### src/rtl/soc_bus_arbiter_if.sv
// Bundle of the two master request/response ports and the shared interconnect bus.
// master: arbiter side; slave: the masters and interconnect facing the arbiter.
interface soc_bus_arbiter_if #(
    parameter int unsigned AW = 19,
    parameter int unsigned DW = 19
);
    logic          m0_valid;
    logic          m0_write;
    logic [AW-1:0] m0_addr;
    logic [DW-1:0] m0_wdata;
    logic          m0_lock;
    logic          m0_ready;
    logic [DW-1:0] m0_rdata;

    logic          m1_valid;
    logic          m1_write;
    logic [AW-1:0] m1_addr;
    logic [DW-1:0] m1_wdata;
    logic          m1_lock;
    logic          m1_ready;
    logic [DW-1:0] m1_rdata;

    logic          bus_valid;
    logic          bus_write;
    logic [AW-1:0] bus_addr;
    logic [DW-1:0] bus_wdata;
    logic [DW-1:0] bus_rdata;
    logic          grant_id;
    logic          busy;

    modport master (
        input  m0_valid, m0_write, m0_addr, m0_wdata, m0_lock,
        output m0_ready, m0_rdata,
        input  m1_valid, m1_write, m1_addr, m1_wdata, m1_lock,
        output m1_ready, m1_rdata,
        output bus_valid, bus_write, bus_addr, bus_wdata,
        input  bus_rdata,
        output grant_id, busy
    );

    modport slave (
        output m0_valid, m0_write, m0_addr, m0_wdata, m0_lock,
        input  m0_ready, m0_rdata,
        output m1_valid, m1_write, m1_addr, m1_wdata, m1_lock,
        input  m1_ready, m1_rdata,
        input  bus_valid, bus_write, bus_addr, bus_wdata,
        output bus_rdata,
        input  grant_id, busy
    );
endinterface

### src/rtl/soc_bus_arbiter.sv
// Two-master round-robin arbiter with locked bursts, programmable access time and
// registered read-data return in front of the SoC address-decode interconnect.
module soc_bus_arbiter #(
    parameter int unsigned AW          = 19,
    parameter int unsigned DW          = 19,
    parameter int unsigned WAIT_CYCLES = 1,
    parameter int unsigned MAX_BURST   = 4
) (
    input logic               clk,
    input logic               rst_n,
    soc_bus_arbiter_if.master bif
);
    localparam int unsigned   WCW        = (WAIT_CYCLES > 1) ? $clog2(WAIT_CYCLES) : 1;
    localparam int unsigned   BCW        = $clog2(MAX_BURST + 1);
    localparam logic [WCW-1:0] WCNT_LOAD  = WCW'(WAIT_CYCLES - 1);
    localparam logic [BCW-1:0] BURST_LAST = BCW'(MAX_BURST - 1);

    typedef enum logic [1:0] {
        IDLE,
        ACCESS,
        RESP
    } state_t;

    state_t         state_q, state_d;
    logic [WCW-1:0] wcnt_q, wcnt_d;
    logic [BCW-1:0] burst_cnt_q, burst_cnt_d;
    logic           lock_act_q, lock_act_d;
    logic           lock_owner_q, lock_owner_d;
    logic           last_id_q, last_id_d;
    logic           grant_id_q, grant_id_d;
    logic           bus_valid_q, bus_valid_d;
    logic           bus_write_q, bus_write_d;
    logic [AW-1:0]  bus_addr_q, bus_addr_d;
    logic [DW-1:0]  bus_wdata_q, bus_wdata_d;
    logic           m0_ready_q, m0_ready_d;
    logic           m1_ready_q, m1_ready_d;
    logic [DW-1:0]  m0_rdata_q, m0_rdata_d;
    logic [DW-1:0]  m1_rdata_q, m1_rdata_d;
    logic           busy_q, busy_d;

    logic           take;
    logic           sel_id;
    logic           owner_valid;

    always_ff @(posedge clk or negedge rst_n) begin
        if (!rst_n) begin
            state_q      <= IDLE;
            wcnt_q       <= '0;
            burst_cnt_q  <= '0;
            lock_act_q   <= 1'b0;
            lock_owner_q <= 1'b0;
            last_id_q    <= 1'b1;
            grant_id_q   <= 1'b0;
            bus_valid_q  <= 1'b0;
            bus_write_q  <= 1'b0;
            bus_addr_q   <= '0;
            bus_wdata_q  <= '0;
            m0_ready_q   <= 1'b0;
            m1_ready_q   <= 1'b0;
            m0_rdata_q   <= '0;
            m1_rdata_q   <= '0;
            busy_q       <= 1'b0;
        end else begin
            state_q      <= state_d;
            wcnt_q       <= wcnt_d;
            burst_cnt_q  <= burst_cnt_d;
            lock_act_q   <= lock_act_d;
            lock_owner_q <= lock_owner_d;
            last_id_q    <= last_id_d;
            grant_id_q   <= grant_id_d;
            bus_valid_q  <= bus_valid_d;
            bus_write_q  <= bus_write_d;
            bus_addr_q   <= bus_addr_d;
            bus_wdata_q  <= bus_wdata_d;
            m0_ready_q   <= m0_ready_d;
            m1_ready_q   <= m1_ready_d;
            m0_rdata_q   <= m0_rdata_d;
            m1_rdata_q   <= m1_rdata_d;
            busy_q       <= busy_d;
        end
    end

    always_comb begin
        state_d      = state_q;
        wcnt_d       = wcnt_q;
        burst_cnt_d  = burst_cnt_q;
        lock_act_d   = lock_act_q;
        lock_owner_d = lock_owner_q;
        last_id_d    = last_id_q;
        grant_id_d   = grant_id_q;
        bus_valid_d  = bus_valid_q;
        bus_write_d  = bus_write_q;
        bus_addr_d   = bus_addr_q;
        bus_wdata_d  = bus_wdata_q;
        m0_ready_d   = 1'b0;
        m1_ready_d   = 1'b0;
        m0_rdata_d   = m0_rdata_q;
        m1_rdata_d   = m1_rdata_q;
        take         = 1'b0;
        sel_id       = 1'b0;
        owner_valid  = lock_owner_q ? bif.m1_valid : bif.m0_valid;

        unique case (state_q)
            IDLE: begin
                // A lock only survives while its owner keeps requesting and has burst budget left.
                if (lock_act_q && owner_valid && (burst_cnt_q < BURST_LAST)) begin
                    take        = 1'b1;
                    sel_id      = lock_owner_q;
                    burst_cnt_d = burst_cnt_q + BCW'(1);
                end else begin
                    lock_act_d  = 1'b0;
                    burst_cnt_d = '0;
                    if (bif.m0_valid && bif.m1_valid) begin
                        take   = 1'b1;
                        sel_id = ~last_id_q;
                    end else if (bif.m0_valid) begin
                        take   = 1'b1;
                        sel_id = 1'b0;
                    end else if (bif.m1_valid) begin
                        take   = 1'b1;
                        sel_id = 1'b1;
                    end
                end
                if (take) begin
                    grant_id_d  = sel_id;
                    bus_write_d = sel_id ? bif.m1_write : bif.m0_write;
                    bus_addr_d  = sel_id ? bif.m1_addr  : bif.m0_addr;
                    bus_wdata_d = sel_id ? bif.m1_wdata : bif.m0_wdata;
                    bus_valid_d = 1'b1;
                    wcnt_d      = WCNT_LOAD;
                    state_d     = ACCESS;
                end
            end
            ACCESS: begin
                if (wcnt_q != '0) begin
                    wcnt_d = wcnt_q - WCW'(1);
                end else begin
                    bus_valid_d = 1'b0;
                    state_d     = RESP;
                    if (grant_id_q) begin
                        m1_ready_d = 1'b1;
                        if (!bus_write_q) m1_rdata_d = bif.bus_rdata;
                    end else begin
                        m0_ready_d = 1'b1;
                        if (!bus_write_q) m0_rdata_d = bif.bus_rdata;
                    end
                end
            end
            RESP: begin
                last_id_d    = grant_id_q;
                lock_act_d   = grant_id_q ? bif.m1_lock : bif.m0_lock;
                lock_owner_d = grant_id_q;
                state_d      = IDLE;
            end
            default: state_d = IDLE;
        endcase

        busy_d = (state_d != IDLE);
    end

    assign bif.bus_valid = bus_valid_q;
    assign bif.bus_write = bus_write_q;
    assign bif.bus_addr  = bus_addr_q;
    assign bif.bus_wdata = bus_wdata_q;
    assign bif.m0_ready  = m0_ready_q;
    assign bif.m1_ready  = m1_ready_q;
    assign bif.m0_rdata  = m0_rdata_q;
    assign bif.m1_rdata  = m1_rdata_q;
    assign bif.grant_id  = grant_id_q;
    assign bif.busy      = busy_q;
endmodule

### src/flat_wrapper.sv
// flat-port wrapper written by rule: the top's interface ports become plain ports
module soc_bus_arbiter_flat 
#(
    parameter int unsigned AW          = 19,
    parameter int unsigned DW          = 19,
    parameter int unsigned WAIT_CYCLES = 1,
    parameter int unsigned MAX_BURST   = 4
)
  (clk, rst_n, bif_m0_valid, bif_m0_write, bif_m0_addr, bif_m0_wdata, bif_m0_lock, bif_m0_ready, bif_m0_rdata, bif_m1_valid, bif_m1_write, bif_m1_addr, bif_m1_wdata, bif_m1_lock, bif_m1_ready, bif_m1_rdata, bif_bus_valid, bif_bus_write, bif_bus_addr, bif_bus_wdata, bif_bus_rdata, bif_grant_id, bif_busy);
  soc_bus_arbiter_if #(.AW(AW), .DW(DW)) bif_i ();
  input logic clk;
  input logic rst_n;
  input wire logic [$bits(bif_i.m0_valid)-1:0] bif_m0_valid;
  input wire logic [$bits(bif_i.m0_write)-1:0] bif_m0_write;
  input wire logic [$bits(bif_i.m0_addr)-1:0] bif_m0_addr;
  input wire logic [$bits(bif_i.m0_wdata)-1:0] bif_m0_wdata;
  input wire logic [$bits(bif_i.m0_lock)-1:0] bif_m0_lock;
  output wire logic [$bits(bif_i.m0_ready)-1:0] bif_m0_ready;
  output wire logic [$bits(bif_i.m0_rdata)-1:0] bif_m0_rdata;
  input wire logic [$bits(bif_i.m1_valid)-1:0] bif_m1_valid;
  input wire logic [$bits(bif_i.m1_write)-1:0] bif_m1_write;
  input wire logic [$bits(bif_i.m1_addr)-1:0] bif_m1_addr;
  input wire logic [$bits(bif_i.m1_wdata)-1:0] bif_m1_wdata;
  input wire logic [$bits(bif_i.m1_lock)-1:0] bif_m1_lock;
  output wire logic [$bits(bif_i.m1_ready)-1:0] bif_m1_ready;
  output wire logic [$bits(bif_i.m1_rdata)-1:0] bif_m1_rdata;
  output wire logic [$bits(bif_i.bus_valid)-1:0] bif_bus_valid;
  output wire logic [$bits(bif_i.bus_write)-1:0] bif_bus_write;
  output wire logic [$bits(bif_i.bus_addr)-1:0] bif_bus_addr;
  output wire logic [$bits(bif_i.bus_wdata)-1:0] bif_bus_wdata;
  input wire logic [$bits(bif_i.bus_rdata)-1:0] bif_bus_rdata;
  output wire logic [$bits(bif_i.grant_id)-1:0] bif_grant_id;
  output wire logic [$bits(bif_i.busy)-1:0] bif_busy;
  assign bif_i.m0_valid = bif_m0_valid;
  assign bif_i.m0_write = bif_m0_write;
  assign bif_i.m0_addr = bif_m0_addr;
  assign bif_i.m0_wdata = bif_m0_wdata;
  assign bif_i.m0_lock = bif_m0_lock;
  assign bif_m0_ready = bif_i.m0_ready;
  assign bif_m0_rdata = bif_i.m0_rdata;
  assign bif_i.m1_valid = bif_m1_valid;
  assign bif_i.m1_write = bif_m1_write;
  assign bif_i.m1_addr = bif_m1_addr;
  assign bif_i.m1_wdata = bif_m1_wdata;
  assign bif_i.m1_lock = bif_m1_lock;
  assign bif_m1_ready = bif_i.m1_ready;
  assign bif_m1_rdata = bif_i.m1_rdata;
  assign bif_bus_valid = bif_i.bus_valid;
  assign bif_bus_write = bif_i.bus_write;
  assign bif_bus_addr = bif_i.bus_addr;
  assign bif_bus_wdata = bif_i.bus_wdata;
  assign bif_i.bus_rdata = bif_bus_rdata;
  assign bif_grant_id = bif_i.grant_id;
  assign bif_busy = bif_i.busy;
  soc_bus_arbiter #(.AW(AW), .DW(DW), .WAIT_CYCLES(WAIT_CYCLES), .MAX_BURST(MAX_BURST)) u_core (.clk(clk), .rst_n(rst_n), .bif(bif_i));
endmodule
### config.mk
export PLATFORM = sky130hd
export DESIGN_NAME = soc_bus_arbiter_flat
export DESIGN_NICKNAME = d
export VERILOG_FILES = /design/src/rtl/soc_bus_arbiter_if.sv /design/src/rtl/soc_bus_arbiter.sv /design/src/flat_wrapper.sv
export SDC_FILE = /design/constraint.sdc
export NUM_CORES = 1
export LEC_CHECK = 0
export CAP_MARGIN = 20
export CORE_MARGIN = 2
export CORE_UTILIZATION = 44
export CTS_BUF_LIST = sky130_fd_sc_hd__clkbuf_4 sky130_fd_sc_hd__clkbuf_8
export DETAILED_ROUTE_END_ITERATION = 10
export PLACE_DENSITY_LB_ADDON = 0.05
export SLEW_MARGIN = 10
export SYNTH_ARGS = -nofsm -noshare
export SYNTH_HDL_FRONTEND = slang
export SYNTH_SLANG_ARGS = --single-unit
export TNS_END_PERCENT = 50
### constraint.sdc
create_clock -name clk -period 2.3 [get_ports clk]
set_input_delay 0.46 -clock clk [delete_from_list [all_inputs] [get_ports clk]]
set_output_delay 0.46 -clock clk [all_outputs]
set_load 0.1 [all_outputs]
* Yosys cells after proc, flatten, opt, wreduce, memory -nomap -nowiden
Cells that the tools add are included.
W data, S select, Z words.
** Word-level totals
- Register bits :: 91
- Input bits :: 103
- Output and inout port bits :: 82
- Word-level logic and storage cells :: 73
** Cells by class
- Add/subtract/negate cells :: 2
- $lt $le $gt $ge :: 1
- Eq/ne operators :: 5
- Muxes and demuxes :: 32
- Bitwise logic cells :: 4
- Reductions and logical operators :: 13
** Operator list (number)
- $mux W19 :: 2
- $mux W1 :: 23
- $reduce_and A4 Y1 :: 2
- $ne A2 B2 Y1 const B :: 3
- $pmux W1 S2 :: 3
- $reduce_and A2 Y1 :: 3
- $reduce_bool A2 Y1 :: 3
- $mux W2 :: 2
- $not A1 Y1 :: 4
- $pmux W2 S2 :: 1
- $add A3 B1 Y3 const B :: 1
- $logic_and A1 B1 Y1 :: 3
- $lt A3 B2 Y1 const B :: 1
- $mux W3 :: 1
- $reduce_and A3 Y1 :: 1
- $eq A2 B1 Y1 const B :: 1
- $eq A2 B2 Y1 const B :: 1
- $logic_not A2 Y1 :: 1
- $sub A1 B1 Y1 const B :: 1

* Longest topological paths before layout
Gate-level depths: netlist of run 1.
- Word-level depth :: 8
- Depth in mapped cells :: 7

* Worst setup path before layout of run 1
No wires, ideal clock.
- Kind :: flip-flop to flip-flop
- Start :: register u_core.grant_id_q, in the netlist u_core.bif.grant_id
- End :: register u_core.m1_rdata_q[10], in the netlist u_core.bif.m1_rdata[10]
- Arrival :: 2.144 ns
- Required time :: 2.172 ns
- Slack :: 0.028 ns
- Cell stages (with the launch flop) :: 6
- Period minus slack after synthesis :: 2.272 ns
- Cells stage by stage :: dfrtp_1 and2_1 nor2b_1 buf_2 buf_2 mux2_1
** On the way
- Cells in the longest elaborated chain, start to end :: 1
** Ends and longest elaborated chain
- from (decl) :: RTL line soc_bus_arbiter.sv:30 : logic grant_id_q, grant_id_d;
- from (signal assigned) :: RTL line soc_bus_arbiter.sv:70 : grant_id_q <= grant_id_d;
- $reduce_and A4 Y1 (no line)
- to (signal assigned) :: RTL line soc_bus_arbiter.sv:78 : m1_rdata_q <= m1_rdata_d;
- to (decl) :: RTL line soc_bus_arbiter.sv:38 : logic [DW-1:0] m1_rdata_q, m1_rdata_d;
Every way passes these cells.
A chain may end at the register's enable or synchronous reset.

* Worst setup path after layout of run 1
- Start :: register u_core.burst_cnt_q[0]
- End :: register u_core.bus_wdata_q[5], in the netlist u_core.bif.bus_wdata[5]
** On the way
- Cells in the longest elaborated chain, start to end :: 5
- Elaborated cells on any way between the ends :: 8
** Ends and longest elaborated chain
- from (decl) :: RTL line soc_bus_arbiter.sv:26 : logic [BCW-1:0] burst_cnt_q, burst_cnt_d;
- from (signal assigned) :: RTL line soc_bus_arbiter.sv:66 : burst_cnt_q <= burst_cnt_d;
- $lt A3 B2 Y1 (*) :: RTL line soc_bus_arbiter.sv:106 : if (lock_act_q && owner_valid && (burst_cnt_q < BURST_LAST)) begin
- $logic_and A1 B1 Y1 (*) :: RTL line soc_bus_arbiter.sv:106
- $mux W1 :: RTL line soc_bus_arbiter.sv:106
- $mux W1 :: RTL line soc_bus_arbiter.sv:103 : unique case (state_q)
- $mux W19 / $reduce_and A2 Y1 (equally long branches)
- to (signal assigned) :: RTL line soc_bus_arbiter.sv:74 : bus_wdata_q <= bus_wdata_d;
- to (decl) :: RTL line soc_bus_arbiter.sv:34 : logic [DW-1:0] bus_wdata_q, bus_wdata_d;
Every way passes the cells marked *; elsewhere a longest branch is shown, timed or not. The select of a mux whose other input is x is not followed.

==> results of run 1 <==
## path summary, 6_finish.rpt
kind                                       endpoint  slack, ns             startpoint
max                         u_core.bif.bus_wdata[5]       0.35  u_core.burst_cnt_q[0]
min                         u_core.bif.m0_rdata[13]       0.07                  rst_n
max reg2reg                 u_core.bif.bus_wdata[5]       0.35  u_core.burst_cnt_q[0]
min reg2reg                        u_core.last_id_q       0.48       u_core.last_id_q
max in group asynchronous  u_core.bif.bus_wdata[10]       1.55                  rst_n
min in group clk                   u_core.last_id_q       0.48       u_core.last_id_q
## cell usage in the layout (no fill, tap or decap), types with 2 or more instances in the layout
master,Yosys,final
nand2_1,13,13
o21ai_0,5,5
buf_12,0,4
clkdlybuf4s50_1,0,101
inv_8,0,2
a311o_1,39,39
nand2b_1,3,3
and2_1,4,3
clkbuf_8,0,9
nor2b_1,3,2
mux2_2,9,9
buf_4,0,94
a22o_1,38,38
dfrtp_1,89,89
nand3_1,39,39
mux2i_1,2,2
mux2_1,29,29
a21oi_1,39,39
inv_6,0,2
## state kept, by name, summed over array words and instances (netlist names)
signal,flops
u_core.bif.bus_wdata,19
u_core.bif.bus_write,1
u_core.lock_act_q,1
u_core.bif.bus_addr,19
u_core.bif.bus_valid,1
u_core.burst_cnt_q,3
u_core.lock_owner_q,1
u_core.bif.m0_ready,1
u_core.bif.busy,1
u_core.state_q,2
u_core.bif.m1_ready,1
u_core.bif.m1_rdata,19
u_core.bif.m0_rdata,19
u_core.last_id_q,1
u_core.bif.grant_id,1
## logic make-up (layout without fill, tap and decap cells)
logic type / count (synthesis) / count (layout) / share of synthesized area
adder cells (fa/ha/maj): 1 / 1 / 0.002931
flip-flops: 90 / 90 / 0.5280
multiplexers: 40 / 40 / 0.1050
buffers and inverters: 41 / 217 / 0.04661
AO/OA/AOI/OAI: 125 / 125 / 0.2284
AND/OR/NAND/NOR: 73 / 73 / 0.08913
## final cells by class
cell class              instances  share of cell area
flip-flops and latches         90              0.3604
repair buffers                199              0.2874
multi-input cells             239              0.2922
well taps                     129             0.02582
clock inverters                 7             0.01321
inverters                       2            0.001201
clock buffers                   9             0.01981
## worst reg2reg max path: cells and delay by family, from the launching register on
| family | cells | cell delay [ns] |
|---|---|---|
| compound gates | 1 | 0.34 |
| flops | 1 | 0.41 |
| buf+inv | 1 | 0.18 |
| simple gates | 3 | 0.90 |
## through the flow
step                      setup WS, ns  hold WS [ns]  instance area, um^2    util
after floorplan                0.02805        0.1644                 4268       -
after global placement         0.06597        0.4546                 6046  0.6482
after detailed placement       0.03676        0.4673                 6046  0.6482
after CTS                       0.3609       0.08331                 6252  0.6703
after global routing            0.2653       0.09629                 6252  0.6703
final                           0.3502       0.06569                 6252  0.6703
## per-layer routing
layer  GRT usage  part of all wire  vias to the layer above  wire length (um)
met3     0.05540             0.081                       11              1028
met5           0                 0                        -                 0
li1            -                 -                     1757                 -
met2      0.4238              0.51                      160              6549
met1      0.3081              0.40                     1923              5060
met4     0.08308            0.0099                        0               126
==> results.ini, run 1 <==
[floorplan]
fp.dieArea_um2=10500
fp.dieW_um=102.5
die_y_um=102.5
start_util=0.4575
fp-row-count=35
num_io_pins=185
core_um2=9328

[synthesis]
synth.net_count=474
async_reset_ff_frac=1.000
ys.warnings.count=0
synth-edff-count=0
ys_types=35
synth_cells=370
ys_top_cells_by_area=dfrtp_1 (52%), a311o_1 (9.1%), a22o_1 (7.8%), mux2_1 (7.7%), a21oi_1 (4.6%)
yosys.area.top_type=dfrtp_1
yosysMostFrequentCell=dfrtp_1
yosys.area.top_type_share=0.5218
synth_seq_cells=90
synth_flop_cell=dfrtp_1
synth_commonest_cells=dfrtp_1 (89), a21oi_1 (39), a311o_1 (39), nand3_1 (39), a22o_1 (38)
synth_area_um2=4268
yosysSeqAreaShare=0.5280
avgSynthCellArea_um2=11.53

[grt]
overflow=0
grt_first_pass_wirelength_um=20090
antenna_found_initial=0
track_usage=0.2468
grt_pass1_vias=4022
grt_max_degree=51

[final_layout]
multi_input_area_um2=1827
syn_to_final_growth_pct=46.50
fillerInstances=740
drive_gt1_frac=0.2399
seq_area_um2=2253
finalNonFillerCells=675
final_nets=645
diodes=0

[routing]
drtIter0Drc=191
via_count=3851
routed_via_density=5.705
drcViolationCount=0
ant_nets=0
routedWlPerCell_um=18.91
drtPass1Iterations=4
drt_wl_total_um=12770

[sta]
report.final.setup_viol=0
fin_crit_sh=0.8477
worst_slew_margin_rel=0.4264
finalClockSkew_ns=0.01149
period_needed_ns=1.950
tightest_slew_ns=0.8604
slew_viol_final=0
setup_tns_ns=0
rsz0062_at_grt=no
fmax_mhz=512.9
finalHoldViolCount=0

[placed_design]
placedCellCount=659
io_buffer_count=184
gp_congestion=0.7848
hpwl_um=8564

[setup_path]
critical_path.top_delay_family=simple AND/OR/NAND/NOR gates
path_depth=5
path_buf_inv=1
reg2reg_depth=5
critPathArrivalTime_ns=2.19
slowest_stage=or4b_1
required_ns=2.54
path_cells=and2_4 > or4b_1 > and2_1 > buf_12 > a311o_1
slowest_delay_ns=0.52
cp_max_fo=31
worstSetupStartpointType=flip-flop
path_class=flip-flop to flip-flop
end_kind=flip-flop

[clock_tree]
clkSinkCount=90
worstSkewPairLatency_ns=0.36
cts_max_level=3
ctsRootBufferMaster=clkbuf_8
cts_buffer_depth=2
numCtsBuffers=9
path_clk_slew_ns=0.10
postCtsHoldBufs=0
post_cts_buffers=0
cts_tree=built
cts_resized=0

[hold_path]
hold_path.class=primary input to asynchronous set/reset pin

[flow_run]
maxCapViolations=0

[status]
outcome=finished clean

Power of run 1 is not shown: default switching activity piles up to over one toggle a cycle in this logic, so the estimate is an artifact.
==> inputs of run 2 (changes only) <==
clock period = 2 ns   (was 2.3 ns; I/O delays follow)
==> run 2 against run 1 <==
Non-clock buffer count rose by 12. Worst setup slack got worse by 0.27 ns. Register-to-register slack got worse by 0.27 ns. Utilization rose by 1.7 points. Global-route usage rose by 0.40 points. Clock skew rose by 0.0039 ns. Maximum frequency rose by 1.4%. Via count rose by 3.2%. Flip-flop and latch count did not move. Critical path depth did not move. Critical path type unchanged.
==> results.ini, run 2 (synthesis gave the netlist of run 1 again) <==
[clock_tree]
clkSinkCount=90
cts_buffer_depth=2
numCtsBuffers=9
path_clk_slew_ns=0.10
worstSkewPairLatency_ns=0.36
ctsRootBufferMaster=clkbuf_8
cts_max_level=3
cts_tree=built

[sta]
report.final.setup_viol=0
finalHoldViolCount=0
finalClockSkew_ns=0.01534
fmax_mhz=519.9
tightest_slew_ns=0.4631
period_needed_ns=1.923
fin_crit_sh=0.9617
slew_viol_final=0
rsz0062_at_grt=no
worst_slew_margin_rel=0.6913

[grt]
overflow=0
antenna_found_initial=0
grt_max_degree=41
grt_pass1_vias=4067
grt_first_pass_wirelength_um=20560
track_usage=0.2508

[placed_design]
hpwl_um=9005
dpl-instance-area_um2=6191
io_buffer_count=184
gp_congestion=0.8742

[setup_path]
path_class=flip-flop to flip-flop
slowest_delay_ns=0.51
reg2reg_depth=5
slowest_stage=or4b_1
path_buf_inv=1
required_ns=2.24
end_kind=flip-flop
path_cells=and2_4 > or4b_1 > and2_2 > buf_12 > a311o_1
critPathArrivalTime_ns=2.16
cp_max_fo=22
rrSetupSlack_ns=0.08
path_depth=5
worstSetupStartpointType=flip-flop
critical_path.top_delay_family=simple AND/OR/NAND/NOR gates

[routing]
wl_met1_um=5432
drt_wl_total_um=13140
via_count=3976
wl_met3_um=1047
routedWlPerCell_um=19.12
top_layer_used=met4
drtIter0Drc=283
drcViolationCount=0
ant_nets=0
drtPass1Iterations=5
route.met2.wl_um=6478
routed_via_density=5.787

[hold_path]
min_path_cells=2
hold_path.class=flip-flop to flip-flop

[floorplan]
fp.dieW_um=102.5
fp.dieArea_um2=10500
die_y_um=102.5
start_util=0.4575
num_io_pins=185
fp-row-count=35
core_um2=9328

[flow_run]
maxCapViolations=0

[status]
outcome=finished clean

[final_layout]
drive_gt1_frac=0.2581
final_nets=657
final_cell_mix=clkdlybuf4s50_1 (101), buf_4 (100), dfrtp_1 (87)
layout_commonest_cell=clkdlybuf4s50_1
syn_to_final_growth_pct=50.13
diodes=0
final_area_um2=6407
final_util=0.6869

[run 2: cell count changes in the layout (fill, tap and decap cells not counted), moves of 2 or more]
cell	change
buf_4	+6
buf_12	+5
dfrtp_2	+2
dfrtp_1	-2
[run 2: per-stage QoR]
stage | hold slack, ns | setup slack (ns) | instances | setup TNS [ns]
finish | 0.4772 | 0.07656 | 687 | 0
global route | 0.4900 | 0.004244 | 687 | 0
detailed placement | 0.3809 | -0.2335 | 669 | -8.124
floorplan | 0.1044 | 0.04161 | 370 | 0
CTS | 0.4742 | 0.02832 | 686 | 0
global placement | 0.3830 | -0.1930 | 669 | -7.239
[run 2: layer usage]
metal | vias up | global-route usage
li1 | 1790 | -
met1 | 1977 | 0.3423
met2 | 196 | 0.4027
met3 | 13 | 0.04856
met4 | 0 | 0.08513
met5 | - | 0
[run 2: layout make-up]
class | instances | area [um^2]
fill | 753 | 2920
sequential | 90 | 2256
timing repair buffer | 211 | 1952
multi-input combinational | 239 | 1833
tap | 129 | 161.4
clock buffer | 10 | 137.6
clock inverter | 6 | 60.06
inverter | 2 | 7.507
[run 2: final timing paths]
check | startpoint | to
worst min-delay path | u_core.last_id_q | u_core.last_id_q
worst max-delay path | u_core.burst_cnt_q[1] | u_core.bif.bus_wdata[9]
worst min register to register | u_core.last_id_q | u_core.last_id_q
max in group asynchronous | rst_n | u_core.last_id_q
worst max register to register | u_core.burst_cnt_q[1] | u_core.bif.bus_wdata[9]
min in group asynchronous | rst_n | u_core.bif.bus_wdata[17]
[run 2: worst register-to-register path, cell delays in order (launching register included)]
cell     delay [ns]
dfrtp_1        0.42
and2_4         0.16
or4b_1         0.51
and2_2         0.23
buf_12         0.17
a311o_1        0.32
[run 2: timing repair]
| item | in CTS | in global routing |
|---|---|---|
| gates resized for setup | 0 | 1 |
| setup endpoints to repair | 0 | 34 |
| hold endpoints to repair | 15 | 0 |
| hold buffers | 1 | 0 |
| setup buffers | 0 | 1 |
Power of run 2 is left out for the same reason.
